`src/rtl/deadzone_mc.sv`:
```
// deadzone_mc: multi-channel complementary dead-time generator.
// Each channel turns one ocref into P/N outputs with separate rising-edge
// (r_dtr) and falling-edge (r_dtf) dead times and per-output polarity.
// Optional break override is compiled in when DEADZONE_MC_BRK_EN is defined;
// otherwise brk, r_oisp and r_oisn are accepted but have no effect.
module deadzone_mc #(
   parameter int CH_NUM = 4,
   parameter int DT_W   = 10
) (
   input  logic              pe_gen_clk,
   input  logic              pe_gen_rstn,
   input  logic [CH_NUM-1:0] r_dze,
   input  logic [CH_NUM-1:0] r_ccp,
   input  logic [CH_NUM-1:0] r_ccnp,
   input  logic [DT_W-1:0]   r_dtr,
   input  logic [DT_W-1:0]   r_dtf,
   input  logic [CH_NUM-1:0] r_oisp,
   input  logic [CH_NUM-1:0] r_oisn,
   input  logic              brk,
   input  logic [CH_NUM-1:0] ocref,
   output logic [CH_NUM-1:0] chp_out,
   output logic [CH_NUM-1:0] chn_out,
   output logic [CH_NUM-1:0] dt_busy
);

   typedef enum logic [1:0] {
      ST_LOW     = 2'd0,
      ST_DT_RISE = 2'd1,
      ST_HIGH    = 2'd2,
      ST_DT_FALL = 2'd3
   } state_t;

   localparam logic [DT_W-1:0] CNT_ONE = DT_W'(1);

`ifndef DEADZONE_MC_BRK_EN
   // Break inputs are intentionally unused in this build.
   logic brk_unused;
   assign brk_unused = &{1'b0, brk, r_oisp, r_oisn};
`endif

   genvar gi;
   generate
      for (gi = 0; gi < CH_NUM; gi++) begin : g_ch
         state_t          state_reg, state_next;
         logic [DT_W-1:0] cnt_reg, cnt_next;
         logic            ocref_q_reg;
         logic            chp_reg, chn_reg;
         logic            chp_next, chn_next;
         logic            rise, fall;

         assign rise = ocref[gi] & ~ocref_q_reg;
         assign fall = ~ocref[gi] & ocref_q_reg;

         // Next-state, counter and output-level decode for this channel.
         always_comb begin
            state_next = state_reg;
            cnt_next   = cnt_reg;
            if (!r_dze[gi]) begin
               // Dead zone off: plain complementary tracking of ocref.
               state_next = ocref[gi] ? ST_HIGH : ST_LOW;
               cnt_next   = '0;
            end else begin
               case (state_reg)
                  ST_LOW: begin
                     if (rise) begin
                        if (r_dtr == '0) begin
                           state_next = ST_HIGH;
                        end else begin
                           state_next = ST_DT_RISE;
                           cnt_next   = r_dtr;
                        end
                     end
                  end
                  ST_HIGH: begin
                     if (fall) begin
                        if (r_dtf == '0) begin
                           state_next = ST_LOW;
                        end else begin
                           state_next = ST_DT_FALL;
                           cnt_next   = r_dtf;
                        end
                     end
                  end
                  ST_DT_RISE: begin
                     // A fall here aborts the pulse before P is ever driven.
                     if (fall) begin
                        if (r_dtf == '0) begin
                           state_next = ST_LOW;
                           cnt_next   = '0;
                        end else begin
                           state_next = ST_DT_FALL;
                           cnt_next   = r_dtf;
                        end
                     end else if (cnt_reg <= CNT_ONE) begin
                        state_next = ST_HIGH;
                        cnt_next   = '0;
                     end else begin
                        cnt_next = cnt_reg - CNT_ONE;
                     end
                  end
                  default: begin // ST_DT_FALL
                     if (rise) begin
                        if (r_dtr == '0) begin
                           state_next = ST_HIGH;
                           cnt_next   = '0;
                        end else begin
                           state_next = ST_DT_RISE;
                           cnt_next   = r_dtr;
                        end
                     end else if (cnt_reg <= CNT_ONE) begin
                        state_next = ST_LOW;
                        cnt_next   = '0;
                     end else begin
                        cnt_next = cnt_reg - CNT_ONE;
                     end
                  end
               endcase
            end

            chp_next = (state_next == ST_HIGH) ^ r_ccp[gi];
            chn_next = (state_next == ST_LOW) ^ r_ccnp[gi];

`ifdef DEADZONE_MC_BRK_EN
            // Break wins over everything: pins go idle, FSM just follows ocref
            // so release resumes without any dead-time insertion.
            if (brk) begin
               state_next = ocref[gi] ? ST_HIGH : ST_LOW;
               cnt_next   = '0;
               chp_next   = r_oisp[gi];
               chn_next   = r_oisn[gi];
            end
`endif
         end

         // Channel state, counter, edge history and output registers.
         always_ff @(posedge pe_gen_clk or negedge pe_gen_rstn) begin
            if (!pe_gen_rstn) begin
               state_reg   <= ST_LOW;
               cnt_reg     <= '0;
               ocref_q_reg <= 1'b0;
               chp_reg     <= 1'b0;
               chn_reg     <= 1'b0;
            end else begin
               state_reg   <= state_next;
               cnt_reg     <= cnt_next;
               ocref_q_reg <= ocref[gi];
               chp_reg     <= chp_next;
               chn_reg     <= chn_next;
            end
         end

         assign chp_out[gi] = chp_reg;
         assign chn_out[gi] = chn_reg;
         assign dt_busy[gi] = (state_reg == ST_DT_RISE) || (state_reg == ST_DT_FALL);
      end
   endgenerate

endmodule

```
`config.mk`:
```
export PLATFORM = sky130hd
export DESIGN_NAME = deadzone_mc
export DESIGN_NICKNAME = d
export VERILOG_FILES = /design/src/rtl/deadzone_mc.sv
export SDC_FILE = /design/constraint.sdc
export NUM_CORES = 1
export LEC_CHECK = 0
export BUFFER_PORTS_ARGS = -buffer_cell sky130_fd_sc_hd__buf_2
export CAP_MARGIN = 10
export CORE_MARGIN = 2
export CORE_UTILIZATION = 50
export DETAILED_ROUTE_END_ITERATION = 8
export HOLD_SLACK_MARGIN = 0.08
export PLACE_DENSITY = 0.82
export SETUP_SLACK_MARGIN = 0.3
export SLEW_MARGIN = 0
export SYNTH_ARGS = -nofsm -noshare
export SYNTH_HDL_FRONTEND = slang
export SYNTH_SLANG_ARGS = --single-unit
```
`constraint.sdc`:
```
create_clock -name pe_gen_clk -period 2.6 [get_ports pe_gen_clk]
set_clock_uncertainty 0.1 [all_clocks]
set_input_delay 0 -clock pe_gen_clk [delete_from_list [all_inputs] [get_ports pe_gen_clk]]
set_output_delay 0 -clock pe_gen_clk [all_outputs]
set_load 0.1 [all_outputs]
```
Word level (Yosys, flattened, before mapping). Index checks and enable logic that the tools add are counted.

Register bits after elaboration: 60. Input port bits: 47. Output and inout bits: 12.

Add/subtract/negate cells: 4. Magnitude comparators: 4. Equal/unequal tests: 32. Multiplexer cells: 70. Bitwise gates (word level): 24. Reductions and logical operators: 18.

Operators with widths (number): $mux W10 (28); $pmux W10 S3 (4); $mux W2 (34); $ne A3 B3 Y1 const B (16); $le A10 B1 Y1 const B (4); $sub A10 B1 Y10 const B (4); $eq A2 B2 Y1 const B (12); $pmux W2 S3 (4); $logic_not A10 Y1 (2); $logic_not A2 Y1 (8); $reduce_and A4 Y1 (4); $and A1 B1 Y1 (8); $eq A2 B1 Y1 const B (4); $not A1 Y1 (8); $xor A1 B1 Y1 (8); $logic_or A1 B1 Y1 (4).

Longest topological paths before layout.
Depth in word-level cells: 7. Mapped depth: 10. Depth with buffers taken out: 8.

Worst setup path after synthesis. Ideal clock, no wire load.

Path type: register to register. Start: register g_ch[2].cnt_reg[5]. End: register g_ch[2].cnt_reg[9]. Setup time: 0.121 ns. Arrival time: 2.238 ns. Data required time: 2.379 ns. Slack: 0.141 ns. Cell stages (with the launch flop): 8. Path buffers: 1. Cell sequence: dfrtp_1 clkbuf_1 or4_1 nor3_1 mux2i_1 a21oi_1 mux4_2 a22o_1.

Word-level cells in the longest chain between the ends: 5. Elaborated cells between the ends (all ways): 7. Those cells by class: add/sub: 1; order compare: 1; mux: 5.

RTL lines: start: declaration (line 45) `logic [DT_W-1:0] cnt_reg, cnt_next;`; start signal: assignment (line 145) `cnt_reg <= cnt_next;`; $sub A10 B1 Y10 or $le A10 B1 Y1 (tied branches); $mux W10 * (line 94, 110); $mux W10, on equally long branches (line 102, 86); $pmux W10 S3 * (line 63) `case (state_reg)`; $mux W10 * (line 58) `if (!r_dze[gi]) begin`.

Every way passes the cells marked *; elsewhere a longest branch is shown, timed or not. A chain may end at the register's enable or synchronous reset.

Final worst setup path.
Start: register g_ch[2].cnt_reg[1]. End: register g_ch[2].cnt_reg[9].

The elaborated chain is that of the path after synthesis.

==> summary.txt <==
Hold path
  – Class of the most critical hold timing path: in -> reg

Drt
  – Wirelength per Cell: approximately 21 µm
  – Max layer used: met4
  – Post-DRT Antenna Nets: 0
  – Total wirelength of the detailed-routed design: about 19000 µm
  – Wl on met1: between 7000 and 8000 µm
  – Iteration count of the initial detailed-routing pass: 7
  – Routed wl met2: 9020 µm
  – Detailed-route vias per instance: 6.82
  – DR DRC count: 0
  – DR vias: ~6300
  – Iteration-0 DRC count of the detailed router: 503
  – Met3 Wirelength: 1920 µm

Logic synthesis
  – Mapped Cells: between 600 and 700
  – Cell area after technology mapping: about 0.0055 mm²
  – Post-synthesis sequential element count: 60
  – Flip-flop cell with the highest count after synthesis: sky130_fd_sc_hd__dfrtp_1
  – Count of cell types in the netlist: 75
  – Synth warnings: 0
  – Avg Synthesized Cell Area: 7.92 µm²
  – EDFF count, synth: 0
  – Sequential cell area fraction in the yosys report: a little over a quarter
  – Asr flop ratio synth: 100%
  – Number of nets produced by synthesis: roughly 750

Clock tree
  – Clock Tree Root: sky130_fd_sc_hd__clkbuf_8
  – CTS sink cnt: 60
  – H-Tree Depth: 3
  – Clock tree from TritonCTS: done
  – Reg clk slew, reported paths: 0.07 ns
  – CTS Buf Count: 9
  – Worst-Skew Late Latency: 0.35 ns
  – Clock buffer depth: 2

Timing
  – Post-route minimum period: between 2 and 2.5 ns
  – Transition time at the pin with the least slew margin: 0.825 ns
  – Total Negative Setup Slacks: 0 ns
  – Setup repair after global routing missed its margin: true
  – Timing-limited maximum frequency: between 400 and 500 MHz
  – Final count of negative-setup-slack endpoints: 0
  – Final Cycle Share: between 90 and 100%
  – Count of final max-slew check failures: 0
  – Worst relative slew slack: between 40% and 50%
  – Final hold violation count: 0

Pwr
  – Power Density: 1040 mW/mm²
  – Highest ir drop seen on vdd: about 1.3 mV
  – Leakage: about 2.8 nW
  – Total Power Consumption: about 7.1 mW

Finish
  – Area used by multi-input combinational logic: approximately 0.0039 mm²
  – Synth-to-layout area growth: 24.7%
  – Number of nets in the layout: ~830
  – Area occupied by registers: approximately 0.0015 mm²
  – Commonest non-fill, non-tap cell in the layout: sky130_fd_sc_hd__nor2_1
  – Commonest cells after routing, fill and taps aside: sky130_fd_sc_hd__nor2_1 (77), sky130_fd_sc_hd__nand2_1 (71), sky130_fd_sc_hd__buf_4 (56)
  – Max FFs per register: 40
  – Layout cells sized above 1: between 20% and 30%
  – Number of antenna cells inserted: 0
  – Number of filler instances in the final layout: about 870

GRT
  – Largest net degree at the start of global routing: 61
  – Wire length of the first global-routing pass: approximately 30000 µm
  – All-layer global routing usage: between 30% and 40%
  – Vias in the first global route: approximately 6000
  – Initial antenna violation count: 0
  – Congestion Overflow GR: 0

Setup path
  – Worst EP arrival: 2.59 ns
  – Critical path data required time: roughly 2.8 ns
  – CP Capture Type: flip-flop
  – Max Fanout on Critical Path: 4
  – Worst Setup Path Type: reg -> reg
  – Type of element launching the critical path: flip-flop

Floorplan
  – Standard cell core area: 0.0108 mm²
  – Row count: 38
  – Initial core utilization: around half
  – Die Area: around 0.012 mm²
  – Width of the die: 109 µm
  – Height of the die: 109 µm
  – Number of placed I/O pins: 59

Placement
  – Number of buffers added on ports: 49
  – Final GP Congestion: around 0.96
  – DPL Wire Length: about 12000 µm

Flow run
  – Max-cap violation count: 0

Outcome
  – Run status: complete, no violations
==> critical path, stage by stage, from the launching register on <==
cell                      delay, ns
sky130_fd_sc_hd__dfrtp_1       0.43
sky130_fd_sc_hd__or4_4         0.60
sky130_fd_sc_hd__nor3_4        0.16
sky130_fd_sc_hd__mux2i_2       0.26
sky130_fd_sc_hd__a21oi_1       0.10
sky130_fd_sc_hd__mux4_2        0.47
sky130_fd_sc_hd__a22o_1        0.21
==> synth_stat cells (5+ instances only) <==
| library cell | number | share of area [%] |
|---|---|---|
| sky130_fd_sc_hd__mux2_2 | 5 | 1.0 |
| sky130_fd_sc_hd__nor2_1 | 82 | 5.6 |
| sky130_fd_sc_hd__a211oi_1 | 7 | 0.95 |
| sky130_fd_sc_hd__nand3_1 | 6 | 0.54 |
| sky130_fd_sc_hd__xor2_1 | 10 | 1.6 |
| sky130_fd_sc_hd__o221ai_1 | 14 | 2.2 |
| sky130_fd_sc_hd__o211ai_1 | 8 | 1.1 |
| sky130_fd_sc_hd__nor3_1 | 11 | 1.0 |
| sky130_fd_sc_hd__mux2i_1 | 12 | 2.2 |
| sky130_fd_sc_hd__a311oi_1 | 5 | 0.79 |
| sky130_fd_sc_hd__nor4_1 | 5 | 0.57 |
| sky130_fd_sc_hd__o22a_1 | 9 | 1.4 |
| sky130_fd_sc_hd__buf_2 | 8 | 0.73 |
| sky130_fd_sc_hd__o311ai_0 | 17 | 2.7 |
| sky130_fd_sc_hd__a211o_1 | 6 | 0.95 |
| sky130_fd_sc_hd__and2_1 | 8 | 0.91 |
| sky130_fd_sc_hd__buf_4 | 8 | 1.1 |
| sky130_fd_sc_hd__or2_2 | 5 | 0.57 |
| sky130_fd_sc_hd__inv_1 | 20 | 1.4 |
| sky130_fd_sc_hd__a21oi_1 | 44 | 4.0 |
| sky130_fd_sc_hd__xnor2_1 | 10 | 1.6 |
| sky130_fd_sc_hd__a31oi_1 | 15 | 1.7 |
| sky130_fd_sc_hd__dfrtp_1 | 60 | 27 |
| sky130_fd_sc_hd__nand2_1 | 71 | 4.8 |
| sky130_fd_sc_hd__o21ai_0 | 38 | 3.4 |
| sky130_fd_sc_hd__nand2b_1 | 15 | 1.7 |
| sky130_fd_sc_hd__nor2b_1 | 10 | 1.1 |
| sky130_fd_sc_hd__ha_1 | 8 | 1.8 |
| sky130_fd_sc_hd__o22ai_1 | 15 | 1.7 |
| sky130_fd_sc_hd__o31ai_1 | 8 | 1.1 |
| sky130_fd_sc_hd__or4_1 | 6 | 0.82 |
| sky130_fd_sc_hd__nor3b_1 | 5 | 0.68 |
| sky130_fd_sc_hd__or3_1 | 5 | 0.57 |
| sky130_fd_sc_hd__a22o_1 | 18 | 2.9 |
| sky130_fd_sc_hd__a32o_1 | 5 | 0.91 |
| sky130_fd_sc_hd__clkbuf_1 | 43 | 2.9 |
==> worst paths after layout <==
kind	startpoint	to	slack, ns	cells past startpoint
worst max-delay path	g_ch[2].cnt_reg[1]	g_ch[2].cnt_reg[9]	0.16	6
worst min-delay path	r_dtr[7]	g_ch[2].cnt_reg[7]	0.11	3
worst max register to register	g_ch[2].cnt_reg[1]	g_ch[2].cnt_reg[9]	0.16	6
worst min register to register	g_ch[1].cnt_reg[1]	g_ch[1].cnt_reg[1]	0.47	2
max in group asynchronous	pe_gen_rstn	g_ch[1].cnt_reg[0]	1.57	3
min in group asynchronous	pe_gen_rstn	g_ch[2].cnt_reg[6]	0.22	3
==> layout make-up <==
type | count | share of cell area (%)
clock buffer | 11 | 2.06
clock inverter | 5 | 1.09
inverter | 20 | 1.09
multi-input combinational | 554 | 57.3
sequential | 60 | 22.1
tap | 140 | 2.55
timing repair buffer | 134 | 13.9
==> repair_timing <==
action,CTS,global route
pin swaps,10,21
hold endpoints to repair,98,0
endpoints found under the setup margin,24,46
gates resized for setup,21,55
gates cloned,0,2
buffers inserted,10,13
hold buffers,26,0
==> routing by layer <==
layer / up-vias / global-route usage, %
met2: 435 / 52.7
met3: 96 / 7.05
met1: 2969 / 40.3
met5: - / 0
li1: 2798 / -
met4: 0 / 17.2
==> logic make-up (layout without fill, tap and decap cells) <==
family,count (synthesis),count (layout),share of synthesized area [%]
compound gates,253,253,33.6
xor+xnor,20,20,3.18
fa+ha+maj,8,8,1.82
buf+inv,83,170,6.38
flops,60,60,27.2
mux,19,19,4.02
simple gates,253,254,23.8
==> where the power goes <==
group	internal [mW]	switching, mW
logic	1.90	2.67
clock network	0.561	0.403
registers	1.19	0.399
total	3.66	3.47
==> through the flow <==
stage / cells / util (%) / hold slack (ns) / area [µm²] / setup WS, ns
2_1_floorplan: 696 / - / -0.396 / 5540 / 0.310
3_3_place_gp: 857 / 55.0 / 0.0706 / 5930 / 0.153
3_5_place_dp: 857 / 55.0 / 0.0759 / 5930 / 0.110
4_1_cts: 909 / 60.7 / 0.0899 / 6560 / 0.207
5_1_grt: 924 / 63.7 / 0.112 / 6880 / 0.104
6_report: 924 / 63.7 / 0.108 / 6880 / 0.163
(Power assumes the default switching activity.)
